===== src/rtl/hs_angle_dispatcher.sv =====
// hs_angle_dispatcher: pulls angles from the host source and hands each one to a free PE in round-robin order.
// Ports: clk/reset_n (async active-low); start begins a pass; hs_next_angle/hs_next_angle_ack/hs_has_next_angle/hs_angle
// form the source handshake (angle valid the cycle after ack); pe_angle/pe_start dispatch one angle to one PE;
// pe_done clears a PE's busy flag; pe_busy, running, done and angle_count report progress.
module hs_angle_dispatcher #(
  parameter int NUM_PE      = 4,
  parameter int ANGLE_WIDTH = 9,
  parameter int COUNT_WIDTH = 8
) (
  input  logic                   clk,
  input  logic                   reset_n,
  input  logic                   start,
  output logic                   hs_next_angle,
  input  logic                   hs_next_angle_ack,
  input  logic                   hs_has_next_angle,
  input  logic [ANGLE_WIDTH-1:0] hs_angle,
  output logic [ANGLE_WIDTH-1:0] pe_angle,
  output logic [NUM_PE-1:0]      pe_start,
  input  logic [NUM_PE-1:0]      pe_done,
  output logic [NUM_PE-1:0]      pe_busy,
  output logic                   running,
  output logic                   done,
  output logic [COUNT_WIDTH-1:0] angle_count
);
  localparam int PW = (NUM_PE > 1) ? $clog2(NUM_PE) : 1;
  typedef enum logic [2:0] {IDLE, FETCH, LATCH, DISPATCH, DRAIN, FINISH} state_t;
  state_t state, state_nx;
  logic [PW-1:0] rr_ptr, sel, idx;
  logic [NUM_PE-1:0] busy_nx;
  // Walk offsets high to low so the smallest offset from rr_ptr with a free PE wins.
  always_comb begin
    sel = rr_ptr;
    idx = '0;
    for (int k = NUM_PE - 1; k >= 0; k--) begin
      idx = PW'((int'(rr_ptr) + k) % NUM_PE);
      if (!pe_busy[idx]) sel = idx;
    end
  end
  always_comb begin
    pe_start      = (state == DISPATCH) ? NUM_PE'(1) << sel : '0;
    hs_next_angle = (state == FETCH) && hs_has_next_angle && !(&pe_busy);
    busy_nx       = (pe_busy & ~pe_done) | pe_start;
    running       = state != IDLE;
    done          = state == FINISH;
  end
  always_comb begin
    state_nx = state;
    unique case (state)
      IDLE:     state_nx = start ? FETCH : IDLE;
      FETCH:    state_nx = !hs_has_next_angle ? DRAIN : hs_next_angle_ack ? LATCH : FETCH;
      LATCH:    state_nx = DISPATCH;
      DISPATCH: state_nx = FETCH;
      DRAIN:    state_nx = (busy_nx == '0) ? FINISH : DRAIN;
      FINISH:   state_nx = IDLE;
      default:  state_nx = IDLE;
    endcase
  end
  always_ff @(posedge clk or negedge reset_n) begin
    if (!reset_n) begin
      state       <= IDLE;
      rr_ptr      <= '0;
      pe_busy     <= '0;
      pe_angle    <= '0;
      angle_count <= '0;
    end else begin
      state   <= state_nx;
      pe_busy <= busy_nx;
      if (state == IDLE && start) angle_count <= '0;
      if (state == LATCH) pe_angle <= hs_angle;
      if (state == DISPATCH) begin
        rr_ptr      <= (sel == PW'(NUM_PE - 1)) ? '0 : sel + PW'(1);
        angle_count <= angle_count + COUNT_WIDTH'(1);
      end
    end
  end
endmodule


===== config.mk =====
export PLATFORM = sky130hd
export DESIGN_NAME = hs_angle_dispatcher
export DESIGN_NICKNAME = d
export VERILOG_FILES = /design/src/rtl/hs_angle_dispatcher.sv
export SDC_FILE = /design/constraint.sdc
export NUM_CORES = 1
export LEC_CHECK = 0
export BUFFER_PORTS_ARGS = -buffer_cell sky130_fd_sc_hd__buf_2
export CAP_MARGIN = 20
export CORE_MARGIN = 2
export CORE_UTILIZATION = 30
export DETAILED_ROUTE_END_ITERATION = 8
export GPL_ROUTABILITY_DRIVEN = 0
export HOLD_SLACK_MARGIN = 0.12
export PLACE_DENSITY_LB_ADDON = 0.2
export SLEW_MARGIN = 20
export SYNTH_ARGS = -nofsm -noshare
export SYNTH_HDL_FRONTEND = slang
export SYNTH_SLANG_ARGS = --single-unit

===== constraint.sdc =====
create_clock -name clk -period 4.38 [get_ports clk]
set_clock_uncertainty 0.15 [all_clocks]
set_input_delay 0.438 -clock clk [delete_from_list [all_inputs] [get_ports clk]]
set_output_delay 0.438 -clock clk [all_outputs]
set_load 0.01 [all_outputs]

==> impl_metrics.yaml, run 1 <==
drt:
  routed_via_density: 5.04
  dr_iter_0_viols: 46
  antenna_violating_nets_post_route: 0
  detailedRoute.firstPassIterationCount: 4
  num_vias: 1128
  drcViolationCount: 0
  avgRoutedWirePerCell_um: 13.4
  detail_route.wirelength_um: 2990
clocking:
  insertion_delay_ps: 260
  clk_path_buf_depth: 2
  clk_pin_slew_ps: 80
  clock_sinks: 26
  cts.htree.levels: 1
  clock_tree_root_driver_cell: "sky130_fd_sc_hd__clkbuf_8"
  cts_inserted_buffers: 3
  post_cts_resize_count: 0
  tritoncts_clock_tree: "yes"
worst_setup_path:
  setup.worst_path.end_class: "output pin"
  timing.critical_path.slowest_stage_cell: "sky130_fd_sc_hd__dfrtp_1"
  worst_path_largest_cell_delay_ps: 450
  critical_path.max_fanout: 6
  path_delay_family: "compound AO/OA/AOI/OAI gates"
  crit_buf_inv: 2
  crit_path_start_kind: "register"
  cp_cell_sequence: "nand2b_1, a22o_1, a221oi_2, inv_1, ha_1, and2_1, buf_2"
  crit_required_ps: 3790
  critical_path_class: "reg2out"
  worst_ep_arrival_time_ps: 2080
timing:
  min_period_over_period_pct: 60.9
  rsz0062_at_grt: "no"
  min_period_ps: 2670
  hold_ws_ps: 199
  timing_max_transition_violations_final: 0
  fin_setup_tns_ps: 0
  setup_viol_count_final: 0
  maxSlewHeadroom_pct: 61.4
  worstMarginPinSlew_ps: 578
  clock.fmax_ghz: 0.375
  finalHoldViolCount: 0
logic_synthesis:
  syn_area_mm2: 0.00137
  post_synth_num_cell_types: 40
  post_synth_top_flop: "sky130_fd_sc_hd__dfrtp_1"
  synth_most_common_cell: "sky130_fd_sc_hd__dfrtp_1"
  post_synth_inst_count: 127
  synth_fp_nets: 150
  synth_top_area_share_pct: 47.6
  synth.cells.most_frequent: "sky130_fd_sc_hd__dfrtp_1 (26), sky130_fd_sc_hd__nand2_1 (11), sky130_fd_sc_hd__mux2_2 (9)"
  synthArstFlopShare_pct: 100
  number_of_flops_mapped_to_enable_cells_by_yosys: 0
  post_syn_area_per_cell_um2: 10.8
  synth_area_leaders: "sky130_fd_sc_hd__dfrtp_1 (48%), sky130_fd_sc_hd__mux2_2 (7.4%), sky130_fd_sc_hd__ha_1 (4.6%), sky130_fd_sc_hd__nand2_1 (3.0%), sky130_fd_sc_hd__mux2i_1 (2.9%)"
  seq_area_frac_synth_pct: 47.6
  yosys_warnings: 0
  postSynthRegisterBits: 26
  yosysTopAreaCell: "sky130_fd_sc_hd__dfrtp_1"
floorplan:
  fp.dieH_um: 71.5
  floorplan.initialDensity_pct: 31.2
  dieWidth_um: 71.5
  rows: 24
  dieArea_mm2: 0.00511
  fp.coreArea_mm2: 0.00438
  io-pin-count: 46
pwr:
  post-layout-total-power_mw: 0.923
  sequentialPowerShare_pct: 43.8
  vdd_ir_drop_max_mv: 0.231
  internal_power_mw: 0.583
  share_clk_of_total_power_pct: 16.4
  p_sw_mw: 0.340
  switching_share_of_power_pct: 36.8
  power-per-cell-area_mw_per_mm2: 550
  combinationalPowerShare_pct: 39.8
  leakagePower_nw: 0.878
layout:
  fillers: 449
  fin_nets: 196
  instances_no_fill: 224
  syn2layout_area_growth_pct: 22.7
  final_layout_size_suffix_gt1_share_pct: 37.2
  antenna-diode-count: 0
  finalCoreUtilization_pct: 38.3
global_route:
  antenna_found_initial: 0
  grt_use_total_pct: 12.9
  grt_start_max_net_pins: 27
  first_pass_grt_wire_length_um: 5310
  grt_pass1_vias: 1125
  grt_overflow_total: 0
placed_design:
  numPlacedInstances: 219
  hpwlAfterDp_um: 2260
  portBuffers: 45
status:
  run_status: "completed"
min_path:
  worstHoldPathType: "in2reg"
run:
  max_cap_violations: 0
==> power by group through the flow <==
stage / Clock (mW) / Sequential (mW) / Combinational (mW)
final: 0.152 / 0.404 / 0.367
after global routing: 0.169 / 0.425 / 0.422
after CTS: 0.159 / 0.405 / 0.373
after detailed placement: 0 / 0.406 / 0.372
after global placement: 0 / 0.403 / 0.367
after floorplan: 0 / 0.397 / 0.273
==> placed cells by master, fill, tap and decap left out, types with 2 or more instances in the layout <==
cell	netlist	final
sky130_fd_sc_hd__nor3_1	3	3
sky130_fd_sc_hd__inv_1	6	6
sky130_fd_sc_hd__nor2_1	7	7
sky130_fd_sc_hd__and3_1	2	2
sky130_fd_sc_hd__a22o_1	3	3
sky130_fd_sc_hd__or3_1	2	2
sky130_fd_sc_hd__dfrtp_1	26	26
sky130_fd_sc_hd__ha_1	5	5
sky130_fd_sc_hd__nand3b_1	2	2
sky130_fd_sc_hd__o22ai_1	4	4
sky130_fd_sc_hd__nand3_1	3	3
sky130_fd_sc_hd__and2_1	4	4
sky130_fd_sc_hd__o21ai_0	3	3
sky130_fd_sc_hd__clkbuf_8	1	4
sky130_fd_sc_hd__nand2_1	11	11
sky130_fd_sc_hd__a31oi_1	2	2
sky130_fd_sc_hd__mux2_2	9	9
sky130_fd_sc_hd__mux2i_1	4	4
sky130_fd_sc_hd__o21ai_1	4	4
sky130_fd_sc_hd__o21bai_1	4	4
sky130_fd_sc_hd__a21oi_1	3	3
sky130_fd_sc_hd__buf_2	1	45
==> path summary, 6_finish.rpt <==
kind                                 from  depth (start not counted)              to  slack, ps
min reg2reg                angle_count[7]                          1  angle_count[7]        320
min                            pe_done[1]                          2      pe_busy[1]        200
max                            pe_busy[3]                          7     pe_start[0]       1710
max in group asynchronous         reset_n                          2     pe_angle[7]       3140
max reg2reg                    pe_busy[3]                          7      pe_busy[0]       2270
min in group asynchronous         reset_n                          2      pe_busy[1]        560
==> kinds of logic after synthesis <==
logic type / synth area share [%]
fa+ha+maj: 4.57
flops: 47.6
compound gates: 13.5
mux: 10.3
simple gates: 18.5
buf+inv: 5.49
==> per-stage QoR <==
step	worst slack [ps]	cell area [µm²]
6_report	1710	1680
3_5_place_dp	2000	1610
5_1_grt	1600	1680
2_1_floorplan	2230	1370
3_3_place_gp	2100	1610
4_1_cts	1690	1680
==> final cells by class <==
| class | instances | area [µm²] | area share (%) |
|---|---|---|---|
| sequential | 26 | 651 | 38.8 |
| tap | 52 | 65.1 | 3.88 |
| inverter | 6 | 22.5 | 1.34 |
| timing repair buffer | 47 | 243 | 14.5 |
| multi-input combinational | 89 | 642 | 38.3 |
| clock buffer | 4 | 55.1 | 3.28 |
==> repair_timing <==
action,in CTS,in global routing
endpoints found under the hold margin,26,0
setup endpoints to repair,0,0
hold buffers,1,0
buffers inserted,0,0
==> flip-flops by register name, summed over array words and instances (netlist names) <==
register	count
pe_angle	9
state	3
pe_busy	4
angle_count	8
rr_ptr	2
==> routing by layer <==
metal | share of wire, % | track usage, %
met5 | 0 | 0
met1 | 44 | 17.2
met4 | 1.1 | 3.14
met2 | 47 | 21.1
met3 | 8.0 | 3.09
Note: power is estimated with default switching activity, not from simulation.
==> inputs of run 2 (changes only) <==
- clock period: 4.38 -> 2.6 ns (I/O delays scaled with it)
==> impl_metrics.yaml, run 2 (synthesized netlist as in run 1, its figures left out) <==
worst_setup_path:
  reg2reg_depth: 7
  setup.worst_path.end_class: "output pin"
  critical_path.max_fanout: 6
  critical_path_class: "reg2out"
  critical_path.reg2reg.endpoint: "pe_busy[0]"
  reg2reg_setup_slack_ps: 500
  crit_required_ps: 2190
  r2r-start: "pe_busy[3]"
  worst_ep_arrival_time_ps: 2070
  crit_path_start_kind: "register"
clocking:
  insertion_delay_ps: 260
  cts_inserted_buffers: 3
  clock_sinks: 26
  post_cts.repair.setup_buffers: 0
  clk_pin_slew_ps: 90
  cts.htree.levels: 1
  tritoncts_clock_tree: "yes"
  clk_path_buf_depth: 2
  clock_tree_root_driver_cell: "sky130_fd_sc_hd__clkbuf_8"
layout:
  layout_top_registers: "pe_angle: 9 flops, angle_count: 8 flops, pe_busy: 4 flops"
  top_register_by_number_of_flip_flops: "pe_angle"
  antenna-diode-count: 0
  final_layout_size_suffix_gt1_share_pct: 34.9
  fin_nets: 210
  largest_register_ff_count: 9
  syn2layout_area_growth_pct: 33.9
  finalCoreUtilization_pct: 41.8
  mostFrequentLayoutCell: "sky130_fd_sc_hd__buf_2"
  most_frequent_cells_in_the_layout: "sky130_fd_sc_hd__buf_2 (45), sky130_fd_sc_hd__dfrtp_1 (25), sky130_fd_sc_hd__dlygate4sd3_1 (15)"
pwr:
  power-per-cell-area_mw_per_mm2: 877
  leakagePower_nw: 0.936
  post-layout-total-power_mw: 1.61
  vdd_ir_drop_max_mv: 0.388
global_route:
  first_pass_grt_wire_length_um: 5360
  grt_start_max_net_pins: 27
  grt_overflow_total: 0
  grt_use_total_pct: 13.0
  antenna_found_initial: 0
  grt_pass1_vias: 1189
placed_design:
  portBuffers: 45
  place_ws_ps: 387
  hpwlAfterDp_um: 2270
min_path:
  whs_path_depth: 4
  worstHoldPathType: "in2reg"
  hold_start: "hs_has_next_angle"
  holdPathEnd: "state[2]"
timing:
  clock.fmax_ghz: 0.404
  rsz0062_at_grt: "no"
  min_period_over_period_pct: 95.3
  postLayoutSetupSlackWorst_ps: 123
  finalHoldViolCount: 0
  setup_viol_count_final: 0
  fin_setup_tns_ps: 0
  min_period_ps: 2480
  timing_max_transition_violations_final: 0
  worstMarginPinSlew_ps: 575
  maxSlewHeadroom_pct: 61.7
drt:
  avgRoutedWirePerCell_um: 13.0
  num_vias: 1165
  dr_iter_0_viols: 49
  detailedRoute.firstPassIterationCount: 4
  drcViolationCount: 0
  antenna_violating_nets_post_route: 0
  detail_route.wirelength_um: 3100
  routed_via_density: 4.89
status:
  run_status: "completed"
floorplan:
  rows: 24
  floorplan.initialDensity_pct: 31.2
  dieWidth_um: 71.5
  dieArea_mm2: 0.00511
  fp.coreArea_mm2: 0.00438
  io-pin-count: 46
  fp.dieH_um: 71.5
run:
  max_cap_violations: 0
==> run 2: layer usage <==
| layer | vias up | GRT usage (%) | wire length [µm] |
|---|---|---|---|
| li1 | 572 | - | - |
| met1 | 547 | 16.6 | 1410 |
| met2 | 44 | 22.0 | 1430 |
| met3 | 2 | 3.52 | 238 |
| met4 | 0 | 3.35 | 17 |
| met5 | - | 0 | 0 |
==> run 2: timing repair <==
| item | in CTS | in global routing |
|---|---|---|
| gates resized for setup | 0 | 2 |
| hold buffers | 15 | 0 |
| endpoints found under the setup margin | 0 | 2 |
| endpoints found under the hold margin | 40 | 0 |
==> run 2: stage by stage <==
stage / hold WS (ps) / cells / cell area (µm²)
final: 188 / 238 / 1830
after CTS: 190 / 238 / 1820
after global routing: 220 / 238 / 1830
after global placement: 147 / 219 / 1610
after detailed placement: 142 / 219 / 1610
after floorplan: -186 / 127 / 1370
==> run 2: worst max-delay path, stage by stage (launching register included) <==
cell and delay (ps):
sky130_fd_sc_hd__dfrtp_1 450, sky130_fd_sc_hd__nand2b_1 180, sky130_fd_sc_hd__a22o_1 210, sky130_fd_sc_hd__a221oi_4 360
sky130_fd_sc_hd__inv_1 110, sky130_fd_sc_hd__ha_1 200, sky130_fd_sc_hd__and2_1 160, sky130_fd_sc_hd__buf_2 140
==> run 2: final cells by class <==
cell class / instances / area [µm²]
sequential: 26 / 652
tap: 52 / 65.1
fill: 440 / 2550
timing repair buffer: 61 / 383
multi-input combinational: 89 / 653
inverter: 6 / 22.5
clock buffer: 4 / 55.1
==> run 2: worst max path at each step <==
| stage | startpoint | end | slack [ps] | cells past startpoint |
|---|---|---|---|---|
| floorplan | pe_busy[3] | pe_busy[0] | 610 | 7 |
| global placement | pe_busy[3] | pe_start[2] | 500 | 7 |
| detailed placement | pe_busy[3] | pe_start[0] | 390 | 7 |
| CTS | pe_busy[3] | pe_start[0] | 80 | 7 |
| global route | pe_busy[3] | pe_start[0] | 0.4 | 7 |
| finish | pe_busy[3] | pe_start[0] | 120 | 7 |
==> run 2: report_power, final <==
part | total, mW | switching [mW] | internal (mW)
Combinational | 0.661 | 0.319 | 0.342
Sequential | 0.688 | 0.156 | 0.533
Clock | 0.257 | 0.121 | 0.135
==> inputs of run 3 (changes only) <==
- CAP_MARGIN: 20 -> default
- PLACE_DENSITY_LB_ADDON: 0.2 -> 0.15
- SKIP_LAST_GASP: default -> 1
==> impl_metrics.yaml, run 3 (synthesized netlist as in run 1, its figures left out) <==
status:
  run_status: "completed"
drt:
  detail_route.wirelength_um: 3130
  antenna_violating_nets_post_route: 0
  num_vias: 1188
  routed_via_density: 4.99
  dr_iter_0_viols: 103
  detailedRoute.firstPassIterationCount: 4
  avgRoutedWirePerCell_um: 13.2
  drcViolationCount: 0
layout:
  most_frequent_cells_in_the_layout: "sky130_fd_sc_hd__buf_2 (45), sky130_fd_sc_hd__dfrtp_1 (26), sky130_fd_sc_hd__dlygate4sd3_1 (15)"
  antenna-diode-count: 0
  top_register_by_number_of_flip_flops: "pe_angle"
  mostFrequentLayoutCell: "sky130_fd_sc_hd__buf_2"
  layout_top_registers: "pe_angle: 9 flops, angle_count: 8 flops, pe_busy: 4 flops"
  final_layout_size_suffix_gt1_share_pct: 34.4
  finalCoreUtilization_pct: 42.1
  fin_nets: 210
  fillers: 416
  instances_no_fill: 238
  largest_register_ff_count: 9
  syn2layout_area_growth_pct: 34.9
min_path:
  holdPathEnd: "state[2]"
  whs_path_depth: 4
  worstHoldPathType: "in2reg"
  hold_start: "hs_has_next_angle"
worst_setup_path:
  setup.worst_path.end_class: "output pin"
  r2r-start: "rr_ptr[1]"
  critical_path.max_fanout: 8
  worst_path_largest_cell_delay_ps: 520
  reg2reg_setup_slack_ps: 530
  cp_cell_sequence: "nand2b_1, a22o_1, a221oi_4, inv_1, ha_1, and2_1, buf_2"
  worst_ep_arrival_time_ps: 2050
  critical_path.reg2reg.endpoint: "pe_busy[0]"
  timing.critical_path.slowest_stage_cell: "sky130_fd_sc_hd__dfrtp_1"
  critical_path_class: "reg2out"
  reg2reg_depth: 7
  crit_path_start_kind: "register"
  crit_required_ps: 2190
placed_design:
  numPlacedInstances: 219
  place_ws_ps: 446
  portBuffers: 45
  hpwlAfterDp_um: 2270
timing:
  hold_ws_ps: 185
  worstMarginPinSlew_ps: 589
  min_period_over_period_pct: 94.5
  maxSlewHeadroom_pct: 60.7
  min_period_ps: 2460
  postLayoutSetupSlackWorst_ps: 143
  timing_max_transition_violations_final: 0
  clock.fmax_ghz: 0.407
  finalHoldViolCount: 0
  setup_viol_count_final: 0
clocking:
  clock_sinks: 26
  cts.htree.levels: 1
  cts_inserted_buffers: 3
  clock_tree_root_driver_cell: "sky130_fd_sc_hd__clkbuf_8"
  clk_path_buf_depth: 2
  tritoncts_clock_tree: "yes"
  clk_pin_slew_ps: 90
  post_cts.repair.setup_buffers: 0
  insertion_delay_ps: 270
floorplan:
  fp.coreArea_mm2: 0.00438
  floorplan.initialDensity_pct: 31.2
  dieWidth_um: 71.5
  io-pin-count: 46
  fp.dieH_um: 71.5
  dieArea_mm2: 0.00511
  rows: 24
pwr:
  leakagePower_nw: 0.944
  vdd_ir_drop_max_mv: 0.456
  power-per-cell-area_mw_per_mm2: 909
run:
  max_cap_violations: 0
global_route:
  grt_use_total_pct: 12.8
  antenna_found_initial: 0
  grt_pass1_vias: 1125
  grt_start_max_net_pins: 27
  first_pass_grt_wire_length_um: 5160
  grt_overflow_total: 0
==> run 3: changes by cell type in the layout (fill, tap and decap cells not counted), sizes merged <==
cell,before,now
clkbuf,4,3
bufinv,0,1
==> run 3: metal layers <==
| layer | vias up | part of all wire, % | track usage [%] |
|---|---|---|---|
| li1 | 573 | - | - |
| met1 | 567 | 43 | 16.2 |
| met2 | 44 | 47 | 21.1 |
| met3 | 4 | 9.0 | 4.08 |
| met4 | 0 | 1.0 | 3.56 |
| met5 | - | 0 | 0 |
==> run 3: critical path: cells and delay by family (launching register included) <==
family / cells / cell delay, ps
compound gates: 2 / 570
fa+ha+maj: 1 / 200
buf+inv: 2 / 250
flops: 1 / 520
simple gates: 2 / 240
==> run 3: layout make-up <==
type	instances	area [µm²]	area share [%]
multi-input cells	89	653	35.4
flip-flops and latches	26	651	35.3
repair buffers	61	383	20.7
well taps	52	65.1	3.53
clock buffers	3	41.3	2.24
clock inverters	1	30.0	1.63
inverters	6	22.5	1.22
==> run 3: worst max-delay path by stage <==
| stage | startpoint | endpoint | slack [ps] | cells after the start |
|---|---|---|---|---|
| 2_1_floorplan | pe_busy[3] | pe_busy[0] | 610 | 7 |
| 3_3_place_gp | pe_busy[3] | pe_start[2] | 500 | 7 |
| 3_5_place_dp | pe_busy[3] | pe_start[2] | 450 | 7 |
| 4_1_cts | pe_busy[3] | pe_start[2] | 130 | 7 |
| 5_1_grt | rr_ptr[1] | pe_start[2] | -0.1 | 7 |
| 6_report | rr_ptr[1] | pe_start[2] | 140 | 7 |
==> run 3: what timing repair did <==
item | 4_1_cts | 5_1_grt
hold buffers | 15 | 0
setup endpoints to repair | 0 | 1
endpoints found under the hold margin | 40 | 0
gates resized for setup | 0 | 1
==> run 3: through the flow <==
stage	area, µm²	power, mW	setup TNS [ps]
2_1_floorplan	1370	1.13	0
3_3_place_gp	1610	1.30	0
3_5_place_dp	1610	1.32	0
4_1_cts	1830	1.68	0
5_1_grt	1850	1.82	-0.150
6_report	1850	1.68	0
==> run 3: power breakdown <==
group	internal [mW]	switching, mW
combinational	0.344	0.318
sequential	0.531	0.152
clock	0.206	0.127
total	1.08	0.597
